**config.mk**
```make
export PLATFORM = sky130hd
export DESIGN_NAME = pc_decoder_alu16
export DESIGN_NICKNAME = d
export VERILOG_FILES = /design/src/rtl/pc_decoder_alu16.sv
export SDC_FILE = /design/constraint.sdc
export NUM_CORES = 1
export LEC_CHECK = 0
export BUFFER_PORTS_ARGS = -buffer_cell sky130_fd_sc_hd__buf_2
export CAP_MARGIN = 20
export CORE_ASPECT_RATIO = 0.5
export CORE_MARGIN = 2
export CORE_UTILIZATION = 35
export DETAILED_ROUTE_END_ITERATION = 12
export PLACE_DENSITY = 0.64
export SLEW_MARGIN = 5
export SYNTH_ARGS = -nofsm -noshare
export SYNTH_HDL_FRONTEND = slang
export SYNTH_SLANG_ARGS = --single-unit
```
**constraint.sdc**
```tcl
create_clock -name clk -period 8.2 [get_ports clk]
set_input_delay 1.23 -clock clk [delete_from_list [all_inputs] [get_ports clk]]
set_output_delay 1.23 -clock clk [all_outputs]
set_load 0.02 [all_outputs]
```
**src/rtl/pc_decoder_alu16.sv**
```systemverilog
// rtl/pc_decoder_alu16.sv - program counter, instruction decoder and 16-bit ALU slice
// Optional ALU_FLAGS_EN adds zero/negative/carry/overflow flag outputs.
module pc_decoder_alu16 #(
  parameter logic [15:0] PC_RESET = 16'h0000,
  parameter logic [15:0] PC_STEP  = 16'h0001
) (
  input  logic        clk,
  input  logic        rst,
  input  logic [15:0] instr,
  input  logic [15:0] data_reg_a,
  input  logic [15:0] data_reg_b,
  input  logic        branch_taken,
  input  logic [15:0] branch_target,
  output logic [15:0] pc_out,
  output logic [3:0]  alu_ctrl,
  output logic [2:0]  reg_dst,
  output logic [2:0]  reg_rs1,
  output logic [2:0]  reg_rs2,
  output logic [15:0] imm_se,
  output logic        reg_write,
  output logic        alu_src_imm,
  output logic        mem_write,
  output logic        mem_read,
  output logic        reg_write_back_sel,
  output logic [2:0]  comparator_ctrl,
  output logic [15:0] alu_result
`ifdef ALU_FLAGS_EN
  ,
  output logic        alu_zero,
  output logic        alu_negative,
  output logic        alu_carry,
  output logic        alu_overflow
`endif
);

  logic [3:0]  opcode;
  logic [15:0] imm6_se;
  logic [15:0] alu_b;

  assign opcode  = instr[15:12];
  assign imm6_se = {{10{instr[5]}}, instr[5:0]};

  // A pending branch only redirects when the decoded instruction is a branch/jump
  always_ff @(posedge clk or posedge rst) begin
    if (rst) begin
      pc_out <= PC_RESET;
    end else if (branch_taken && (comparator_ctrl != 3'b000)) begin
      pc_out <= branch_target;
    end else begin
      pc_out <= pc_out + PC_STEP;
    end
  end

  always_comb begin
    alu_ctrl           = 4'd0;
    reg_dst            = 3'd0;
    reg_rs1            = 3'd0;
    reg_rs2            = 3'd0;
    imm_se             = 16'h0000;
    reg_write          = 1'b0;
    alu_src_imm        = 1'b0;
    mem_write          = 1'b0;
    mem_read           = 1'b0;
    reg_write_back_sel = 1'b0;
    comparator_ctrl    = 3'b000;
    case (opcode)
      4'h1, 4'h2, 4'h3, 4'h4, 4'h5, 4'h6, 4'h7, 4'h8: begin
        reg_dst   = instr[11:9];
        reg_rs1   = instr[8:6];
        reg_rs2   = instr[5:3];
        reg_write = 1'b1;
        alu_ctrl  = opcode - 4'd1;
      end
      4'h9, 4'hA: begin
        reg_dst            = instr[11:9];
        reg_rs1            = instr[8:6];
        imm_se             = imm6_se;
        alu_src_imm        = 1'b1;
        reg_write          = 1'b1;
        mem_read           = (opcode == 4'hA);
        reg_write_back_sel = (opcode == 4'hA);
      end
      4'hB: begin
        reg_rs1     = instr[8:6];
        reg_rs2     = instr[11:9];
        imm_se      = imm6_se;
        alu_src_imm = 1'b1;
        mem_write   = 1'b1;
      end
      4'hC: begin
        reg_dst     = instr[11:9];
        imm_se      = {{7{instr[8]}}, instr[8:0]};
        alu_ctrl    = 4'd8;
        alu_src_imm = 1'b1;
        reg_write   = 1'b1;
      end
      4'hD, 4'hE: begin
        reg_rs1         = instr[11:9];
        reg_rs2         = instr[8:6];
        imm_se          = imm6_se;
        comparator_ctrl = (opcode == 4'hD) ? 3'b001 : 3'b010;
      end
      4'hF: begin
        imm_se          = {4'h0, instr[11:0]};
        comparator_ctrl = 3'b100;
      end
      default: ;
    endcase
  end

  assign alu_b = alu_src_imm ? imm_se : data_reg_b;

  always_comb begin
    alu_result = 16'h0000;
    case (alu_ctrl)
      4'd0: alu_result = data_reg_a + alu_b;
      4'd1: alu_result = data_reg_a - alu_b;
      4'd2: alu_result = data_reg_a & alu_b;
      4'd3: alu_result = data_reg_a | alu_b;
      4'd4: alu_result = data_reg_a ^ alu_b;
      4'd5: alu_result = data_reg_a << alu_b[3:0];
      4'd6: alu_result = data_reg_a >> alu_b[3:0];
      4'd7: alu_result = {15'd0, $signed(data_reg_a) < $signed(alu_b)};
      4'd8: alu_result = alu_b;
      default: alu_result = 16'h0000;
    endcase
  end

`ifdef ALU_FLAGS_EN
  logic [16:0] sum17;
  logic [16:0] diff17;

  assign sum17  = {1'b0, data_reg_a} + {1'b0, alu_b};
  assign diff17 = {1'b0, data_reg_a} - {1'b0, alu_b};

  assign alu_zero     = (alu_result == 16'h0000);
  assign alu_negative = alu_result[15];

  // SUB carry is the inverted borrow out of the subtraction
  always_comb begin
    alu_carry    = 1'b0;
    alu_overflow = 1'b0;
    if (alu_ctrl == 4'd0) begin
      alu_carry    = sum17[16];
      alu_overflow = (data_reg_a[15] == alu_b[15]) && (sum17[15] != data_reg_a[15]);
    end else if (alu_ctrl == 4'd1) begin
      alu_carry    = ~diff17[16];
      alu_overflow = (data_reg_a[15] != alu_b[15]) && (diff17[15] != data_reg_a[15]);
    end
  end
`endif

endmodule

```
==> impl_metrics.ini, run 1 <==
[status]
status = finished clean

[finish]
fin_area_mm2 = 0.006075
seqCellArea_um2 = 400.4
nFillCells = 1517
largest_reg_flops = 16
utilization_pct = 41.99
nets = 968
final_cell_mix = buf_2 (135), nor2_1 (73), nand2_1 (64), a21oi_1 (59), inv_1 (57)
layout-drive-gt1-share_pct = 20.76
layout_commonest_cell = buf_2
largest_registers = pc_out: 16 flops
final_cells = 1041
multiInputGateArea_mm2 = 0.004359
antenna_cells = 0
regMostFlops = pc_out
syn_to_final_growth_pct = 17.41

[cts]
cts-buffers-inserted = 3
root_buffer = clkbuf_16
cts_tree = built
htreeDepth = 1
cts_max_path_buffers = 2
worstSkewPairLatency_ps = 250
cts_resized = 0
postCtsSetupBuffers = 0
clk_pin_slew_ps = 50
holdBufCountCts = 0
cts.sinks = 16

[synthesis]
syn_inst = 740
ys_seq_area_share_pct = 7.739
yosys.area_share.simple_pct = 23.85
synth_top_family_by_area = compound AO/OA/AOI/OAI gates
netlist_area_mm2 = 0.005174
syn_area_per_cell_um2 = 6.992
synth.area.mux_share_pct = 9.964
synthXorXnorAreaFrac_pct = 2.709
synth-compound-area-share_pct = 33.11
synthArstFlopShare_pct = 100.0
synth_flop_cell = dfrtp_1
ys_seq_elements = 16
synthDominantCellAreaShare_pct = 13.30
synth_edf_count = 0
ys_types = 74
synth_top_area_cell = ha_1
synth_area_leaders = ha_1 (13%), dfrtp_1 (7.7%), mux2i_1 (7.4%), a21oi_1 (5.7%), nor2_1 (5.3%)
synthAdderAreaFrac_pct = 14.07
syn-num-nets = 864
synth_warnings = 0

[worst_setup_path]
rr_worst_depth = 6
cp-end-kind = output pin
cp_data_arrival_time_ps = 6250
rr_endpoint = pc_out[15]
required_ps = 6970
timing.rr.start = pc_out[0]
crit_fanout = 15
rrSetupSlack_ps = 6490
start_kind = input port
crit_type = input port to output pin

[grt]
antenna_found_initial = 0
grt_use_total_pct = 24.93
grt_pass1_vias = 5753
grt_max_degree = 39
grt_pass1_wl_mm = 31.77
overflow = 0

[min_path]
min_to = pc_out[0]
holdPathStages = 1
hold_path.class = flop to flop
worstHoldStart = pc_out[0]

[placement]
dp_slack_ps = 844.4
place_congestion = 0.9750
io_buffers = 135
place_hpwl_mm = 16.68
dp_cells = 1036
placed_cell_area_mm2 = 0.005971

[drt]
vias_per_cell = 6.036
wirelength_mm = 20.77
ant_nets = 0
drt-pass1-iter-count = 7
vias = 6283
wl_per_cell_um = 19.95
drc_errors = 0
drtIter0Drc = 803

[power_and_ir_drop]
ir_drop_uv = 69.66
pwr-share-seq_pct = 16.6
p_sw_mw = 0.4706
p_sw_share_pct = 52.52
pwr-share-clk_pct = 11.9
p_leak_nw = 2.931
internal_power_mw = 0.4254
pwr-share-comb_pct = 71.5
finalPower_mw = 0.8960
power_density_mw_per_mm2 = 147.5

[sta]
max_freq_mhz = 133.6
whs_ps = 504.8
layout_min_cycle_time_ps = 7482
fin_worst_skew_ps = 0.8426
slew_violations = 0
fin_tns_setup_ps = 0
hold_viol_final = 0
worstMarginPinSlew_ps = 970.2
rsz0062_at_grt = no
relSlewSlack_pct = 33.65
setup_slack_ps = 717.6
fin_crit_sh_pct = 91.25
setup_viol = 0

[floorplanning]
die_height_um = 89.97
start_util_pct = 35.76
core_mm2 = 0.01447
pin_count = 136
fp-row-count = 31
die-width_um = 175.9
fp.dieArea_mm2 = 0.01583

[flow_run]
max_cap_violations = 0
[power by group through the flow]
| stage | registers, mW | clock network [mW] | logic [mW] |
|---|---|---|---|
| after floorplan | 0.187 | 0 | 0.397 |
| after global placement | 0.148 | 0 | 0.625 |
| after detailed placement | 0.150 | 0 | 0.629 |
| after CTS | 0.149 | 0.109 | 0.632 |
| after global routing | 0.153 | 0.111 | 0.695 |
| final | 0.149 | 0.107 | 0.640 |
[logic make-up after synthesis]
kind of cell	after synthesis
buf+inv	104
mux	47
xor+xnor	16
compound gates	247
simple gates	253
fa+ha+maj	57
flops	16
[worst max-delay path by stage]
stage | cells after the start | end | slack (ps) | from
floorplan | 18 | alu_result[0] | 1080 | instr[12]
global placement | 18 | alu_result[11] | 1000 | instr[12]
detailed placement | 18 | alu_result[0] | 840 | instr[12]
CTS | 18 | alu_result[0] | 820 | instr[12]
global route | 18 | alu_result[11] | 380 | instr[12]
finish | 16 | alu_result[0] | 720 | instr[12]
[area by class of cell]
type,count,area share [%]
clock buffers,4,1.462
inverters,58,3.625
multi-input cells,620,71.76
flip-flops and latches,16,6.591
well taps,198,4.078
repair buffers,145,12.48
[synthesized netlist by cell type (all sizes together), types with 3 or more instances]
| master | n |
|---|---|
| and2 | 17 |
| nand2 | 64 |
| a211oi | 6 |
| a31oi | 7 |
| xor2 | 6 |
| a2111oi | 5 |
| o211ai | 21 |
| o21bai | 3 |
| a32oi | 3 |
| and3 | 13 |
| o21a | 4 |
| clkbuf | 29 |
| xnor2 | 10 |
| o221ai | 6 |
| nand3 | 20 |
| buf | 17 |
| a21o | 16 |
| nand4 | 8 |
| or3 | 6 |
| o21ai | 37 |
| inv | 58 |
| or4 | 4 |
| nor2 | 75 |
| a221o | 5 |
| a211o | 5 |
| nor4 | 9 |
| mux2i | 38 |
| nor2b | 5 |
| a222oi | 7 |
| o31ai | 8 |
| a21oi | 59 |
| a221oi | 8 |
| o22ai | 12 |
| nor3 | 20 |
| mux4 | 3 |
| or2 | 3 |
| dfrtp | 16 |
| nand2b | 4 |
| nor3b | 3 |
| mux2 | 6 |
| a22o | 4 |
| o2111ai | 6 |
| ha | 55 |
[critical path, cell delays in order]
cell	delay, ps
buf_2	180
inv_1	130
ha_1	450
nand2b_1	230
nand3_2	230
inv_1	430
mux2i_1	630
ha_1	440
a21oi_1	220
a2111oi_0	220
o31ai_1	320
a21oi_1	160
or3_1	340
o311ai_0	580
o2111ai_1	230
buf_2	210
[routing by layer]
metal	vias up	share of wire, %	track usage, %
li1	2954	-	-
met1	2892	43	34.08
met2	381	44	39.73
met3	56	9.6	3.384
met4	0	3.8	9.780
met5	-	0	0
Power figures use the tool's default switching activity.
==> inputs of run 2 (changes only) <==
Settings changed: CELL_PAD_IN_SITES_DETAIL_PLACEMENT set to 2, CELL_PAD_IN_SITES_GLOBAL_PLACEMENT set to 2, CORE_UTILIZATION 35 to 30, PLACE_DENSITY 0.64 to 0.9, SLEW_MARGIN 5 to unset.
==> run 2 against run 1 <==
  * First-iteration DRC count is 38% lower
  * Cell count is 2.8% higher
  * Hold slack better by 11 ps
  * Clock-buffer cell count is 1 lower
  * Utilization is 5.3 points lower
  * Combinational power is 6.9% higher
  * Final area is 0.45% higher
  * Non-clock buffer count is 1 higher
  * Flip-flop and latch count stayed put
  * Maximum frequency is 4.4% lower
  * Sequential share of layout area hardly changed
  * Critical endpoint unchanged
==> impl_metrics.ini, run 2 (same netlist as run 1, synthesis figures left out) <==
[finish]
nFillCells = 2003
final_cell_mix = buf_2 (135), nor2_1 (73), nand2_1 (64), a21oi_1 (59), inv_1 (57)
final_cells = 1070
utilization_pct = 36.67
fin_area_mm2 = 0.006102
antenna_cells = 0
syn_to_final_growth_pct = 17.94
layout-drive-gt1-share_pct = 20.64
regMostFlops = pc_out
layout_commonest_cell = buf_2
largest_registers = pc_out: 16 flops
nets = 969
largest_reg_flops = 16

[min_path]
hold_path.class = flop to flop
holdPathStages = 1

[grt]
grt_pass1_wl_mm = 41.03
grt_pass1_vias = 7055
overflow = 0
grt_max_degree = 37
antenna_found_initial = 1
grt_use_total_pct = 28.18

[placement]
dp_slack_ps = 509.3
placed_cell_area_mm2 = 0.006015
dp_cells = 1066
io_buffers = 135
place_hpwl_mm = 21.65
place_congestion = 0.9429

[sta]
fin_tns_setup_ps = 0
max_freq_mhz = 127.8
hold_viol_final = 0
slew_violations = 0
setup_slack_ps = 375.1
fin_worst_skew_ps = 1.226
rsz0062_at_grt = no
layout_min_cycle_time_ps = 7825
fin_crit_sh_pct = 95.43
worstMarginPinSlew_ps = 867.0
relSlewSlack_pct = 42.04
setup_viol = 0

[power_and_ir_drop]
p_leak_nw = 2.937
p_sw_share_pct = 55.56
internal_power_mw = 0.4175
power_density_mw_per_mm2 = 154.0
pwr-share-seq_pct = 16.8
ir_drop_uv = 99.22
pwr-share-clk_pct = 10.3
pwr-share-comb_pct = 72.9
p_sw_mw = 0.5220

[worst_setup_path]
crit_fanout = 15
required_ps = 6970
cp_data_arrival_time_ps = 6590
start_kind = input port
cp-end-kind = output pin
crit_type = input port to output pin
rr_worst_depth = 6

[status]
status = finished clean

[drt]
wl_per_cell_um = 24.99
ant_nets = 0
drt-pass1-iter-count = 5
vias_per_cell = 6.230
drc_errors = 0
drtIter0Drc = 501
vias = 6666
wirelength_mm = 26.73

[cts]
htreeDepth = 1
postCtsSetupBuffers = 0
cts_resized = 0
holdBufCountCts = 0
root_buffer = clkbuf_16
worstSkewPairLatency_ps = 250
cts_tree = built
cts.sinks = 16
cts_max_path_buffers = 2
clk_pin_slew_ps = 50
cts-buffers-inserted = 3

[floorplanning]
fp.dieArea_mm2 = 0.01838
fp-row-count = 33
die-width_um = 189.7
start_util_pct = 31.09
pin_count = 136
core_mm2 = 0.01664
die_height_um = 96.86

[flow_run]
max_cap_violations = 0
## run 2: changes by cell type in the layout (fill, tap and decap cells not counted), sizes merged
| cell | previous run | this run |
|---|---|---|
| clkbuf | 4 | 3 |
| dlymetal6s2s | 0 | 1 |
## run 2: power by group through the flow
| stage | clock network [mW] | logic, mW | registers [mW] |
|---|---|---|---|
| 3_5_place_dp | 0 | 0.667 | 0.156 |
| 2_1_floorplan | 0 | 0.397 | 0.187 |
| 5_1_grt | 0.101 | 0.735 | 0.163 |
| 3_3_place_gp | 0 | 0.634 | 0.152 |
| 6_report | 0.0969 | 0.684 | 0.158 |
| 4_1_cts | 0.0984 | 0.675 | 0.157 |
## run 2: final cells by class
type | count | area, um^2 | share of cell area (%)
clock buffer | 3 | 75.07 | 1.230
inverter | 58 | 220.2 | 3.609
multi-input combinational | 620 | 4359 | 71.44
sequential | 16 | 400.4 | 6.561
tap | 227 | 284.0 | 4.654
timing repair buffer | 146 | 763.2 | 12.51
## run 2: per-layer routing
layer	track usage [%]	up-vias	share of wire, %
met5	0	-	0
met4	11.33	0	3.5
met3	2.866	64	6.3
met2	49.20	325	47
met1	35.55	3318	43
li1	-	2959	-
## run 2: stage by stage
| step | total power [mW] | hold slack, ps |
|---|---|---|
| 2_1_floorplan | 0.5845 | 591.9 |
| 3_3_place_gp | 0.7860 | 488.6 |
| 3_5_place_dp | 0.8231 | 500.9 |
| 4_1_cts | 0.9310 | 512.5 |
| 5_1_grt | 0.9988 | 557.2 |
| 6_report | 0.9395 | 515.8 |
## run 2: path summary, 6_finish.rpt
path	to	slack [ps]	start
max	alu_result[0]	380	instr[12]
min	pc_out[0]	520	pc_out[0]
max reg2reg	pc_out[15]	6340	pc_out[1]
min reg2reg	pc_out[0]	520	pc_out[0]
max in group asynchronous	pc_out[15]	6680	rst
min in group asynchronous	pc_out[4]	1080	rst
## run 2: worst max-delay path: stages
cell and delay [ps]:
buf_2 220, inv_1 130, ha_1 280, or4_4 530, nand3_2 220, mux2i_4 290
inv_1 140, ha_1 240, fa_1 450, o21ba_2 230, o21ai_0 250, a2111oi_0 160
dlymetal6s2s_1 220, o31ai_1 320, a21oi_1 190, or3_1 350, o311ai_0 640, o2111ai_1 260
buf_2 220
==> inputs of run 3 (changes only) <==
Settings changed: ABC_AREA set to 1, CORE_UTILIZATION 30 to 28, PLACE_DENSITY 0.9 to 0.91.
==> run 3 against run 2 <==
  * Total power grew 7.2%
  * Hold slack got worse by 18 ps
  * Critical endpoint is now alu_result[12]
  * Combinational power grew 8.5%
==> impl_metrics.ini, run 3 <==
[placement]
place_hpwl_mm = 25.46
place_congestion = 0.9767
dp_cells = 1323
placed_cell_area_mm2 = 0.006216
dp_slack_ps = 1334
io_buffers = 135

[synthesis]
synthDominantCellAreaShare_pct = 16.93
synth_edf_count = 0
ys_seq_elements = 16
synthArstFlopShare_pct = 100.0
netlist_area_mm2 = 0.005410
synth_warnings = 0
synth_flop_cell = dfrtp_1
syn_area_per_cell_um2 = 5.630
synth_area_leaders = nand3_1 (17%), nand2_1 (15%), ha_1 (13%), inv_1 (8.3%), dfrtp_1 (7.4%)
yosysMostFrequentCell = nand2_1
synth_top_area_cell = nand3_1
ys_seq_area_share_pct = 7.401
ys_types = 46
synth_commonest_cells = nand2_1 (220), nand3_1 (183), inv_1 (119)
syn_inst = 961
syn-num-nets = 1085

[cts]
cts_max_path_buffers = 2
htreeDepth = 1
cts_resized = 0
worstSkewPairLatency_ps = 250
cts_tree = built
holdBufCountCts = 0
postCtsSetupBuffers = 0
clk_pin_slew_ps = 50
cts.sinks = 16
root_buffer = clkbuf_16
cts-buffers-inserted = 3

[finish]
layout_commonest_cell = nand2_1
regMostFlops = pc_out
largest_registers = pc_out: 16 flops
layout-drive-gt1-share_pct = 18.26
nFillCells = 2426
fin_area_mm2 = 0.006305
nets = 1193
syn_to_final_growth_pct = 16.54
largest_reg_flops = 16
final_cells = 1327
final_cell_mix = nand2_1 (220), nand3_1 (183), buf_2 (135), inv_1 (119), nor2_1 (87)
antenna_cells = 0

[worst_setup_path]
rr_endpoint = pc_out[14]
crit_chain = buf_2, inv_1, ha_1, o21ai_2, nand3_4, nand3_4, nand2_2, ha_1, fa_1, or2_2, nand2_1, nand2_1, nand2_1, a21oi_1, o21ai_0, a21oi_1, or2_2, nand3_1, nand3_1, buf_2
crit_top_cell = nand2_1
slowest_delay_ps = 420
crit_fanout = 24
timing.rr.start = pc_out[1]
cp-end-kind = output pin
crit_type = input port to output pin
cpMaxStageDelayCell = fa_1
cp_data_arrival_time_ps = 5760
start_kind = input port
rrSetupSlack_ps = 6090
rr_worst_depth = 9
required_ps = 6970

[power_and_ir_drop]
pwr-share-clk_pct = 10.9
p_sw_share_pct = 59.25
pwr-share-seq_pct = 15.4
pwr-share-comb_pct = 73.7
p_sw_mw = 0.5965
power_density_mw_per_mm2 = 159.7
p_leak_nw = 3.462
internal_power_mw = 0.4102
ir_drop_uv = 55.80

[drt]
wl_per_cell_um = 22.77
drc_errors = 0
drtIter0Drc = 480
wirelength_mm = 30.22
drt-pass1-iter-count = 5
vias_per_cell = 5.534
vias = 7344
ant_nets = 0

[grt]
grt_pass1_vias = 7929
grt_use_total_pct = 28.94
grt_max_degree = 34
antenna_found_initial = 0
overflow = 0
grt_pass1_wl_mm = 46.23

[sta]
setup_slack_ps = 1212
fin_crit_sh_pct = 85.21
rsz0062_at_grt = no
setup_viol = 0
worstMarginPinSlew_ps = 1153
hold_viol_final = 0
layout_min_cycle_time_ps = 6988
fin_worst_skew_ps = 1.512
relSlewSlack_pct = 22.83
slew_violations = 0
fin_tns_setup_ps = 0
max_freq_mhz = 143.1

[floorplanning]
core_mm2 = 0.01866
die-width_um = 200.6
die_height_um = 102.3
start_util_pct = 29.00
fp.dieArea_mm2 = 0.02052
fp-row-count = 35
pin_count = 136

[status]
status = finished clean

[min_path]
hold_path.class = flop to flop
min_to = pc_out[0]
holdPathStages = 1
worstHoldStart = pc_out[0]

[flow_run]
max_cap_violations = 0
run 3: cell types whose count changed after synthesis, moves of 15 or more:
cell      before  now
nand3_1       19  183
mux2i_1       38    0
o211ai_1      21    5
inv_1         57  119
nand2_1       64  220
clkbuf_1      29    7
and2_1        16    1
run 3: area by class of cell:
class / instances / area (um^2) / area share (%)
well taps: 259 / 324.1 / 5.140
clock buffers: 4 / 88.84 / 1.409
inverters: 129 / 486.7 / 7.720
multi-input cells: 780 / 4299 / 68.19
repair buffers: 139 / 705.7 / 11.19
flip-flops and latches: 16 / 400.4 / 6.350
run 3: worst max-delay path by stage:
stage / startpoint / to / slack, ps
final: instr[12] / alu_result[12] / 1210
after detailed placement: instr[12] / alu_result[12] / 1330
after CTS: instr[12] / alu_result[12] / 1280
after global routing: instr[12] / alu_result[10] / 830
after floorplan: instr[12] / alu_result[12] / 2370
after global placement: instr[12] / alu_result[10] / 1650
run 3: power groups by stage:
| stage | clock network [mW] | registers [mW] | logic, mW |
|---|---|---|---|
| 3_3_place_gp | 0 | 0.147 | 0.688 |
| 3_5_place_dp | 0 | 0.154 | 0.727 |
| 2_1_floorplan | 0 | 0.183 | 0.434 |
| 5_1_grt | 0.113 | 0.159 | 0.803 |
| 6_report | 0.110 | 0.155 | 0.742 |
| 4_1_cts | 0.112 | 0.154 | 0.732 |
run 3: routing by layer:
layer | up-vias | GRT usage, % | share of wire, %
met3 | 48 | 3.412 | 6.0
met5 | - | 0 | 0
li1 | 3383 | - | -
met2 | 272 | 51.26 | 46
met4 | 0 | 9.915 | 3.0
met1 | 3641 | 37.10 | 45
run 3: metrics by stage:
stage	util [%]	total power, mW	hold WS (ps)
after floorplan	-	0.6167	598.0
after global placement	33.32	0.8355	490.5
after detailed placement	33.32	0.8811	501.4
after CTS	33.80	0.9985	508.1
after global routing	33.80	1.075	541.6
final	33.80	1.007	498.1
run 3: worst max-delay path, delay by kind of cell:
kind            cells  cell delay [ps]
compound gates      4              980
fa+ha+maj           3             1080
simple gates       10             2020
buf+inv             3              440
run 3: kinds of logic after synthesis:
| logic type | count (synthesis) | share of synthesized area, % |
|---|---|---|
| flip-flops | 16 | 7.400 |
| buffers and inverters | 165 | 13.14 |
| XOR/XNOR | 21 | 3.400 |
| AND/OR/NAND/NOR | 560 | 47.39 |
| multiplexers | 4 | 0.8325 |
| adder cells (fa/ha/maj) | 57 | 13.46 |
| AO/OA/AOI/OAI | 138 | 14.38 |
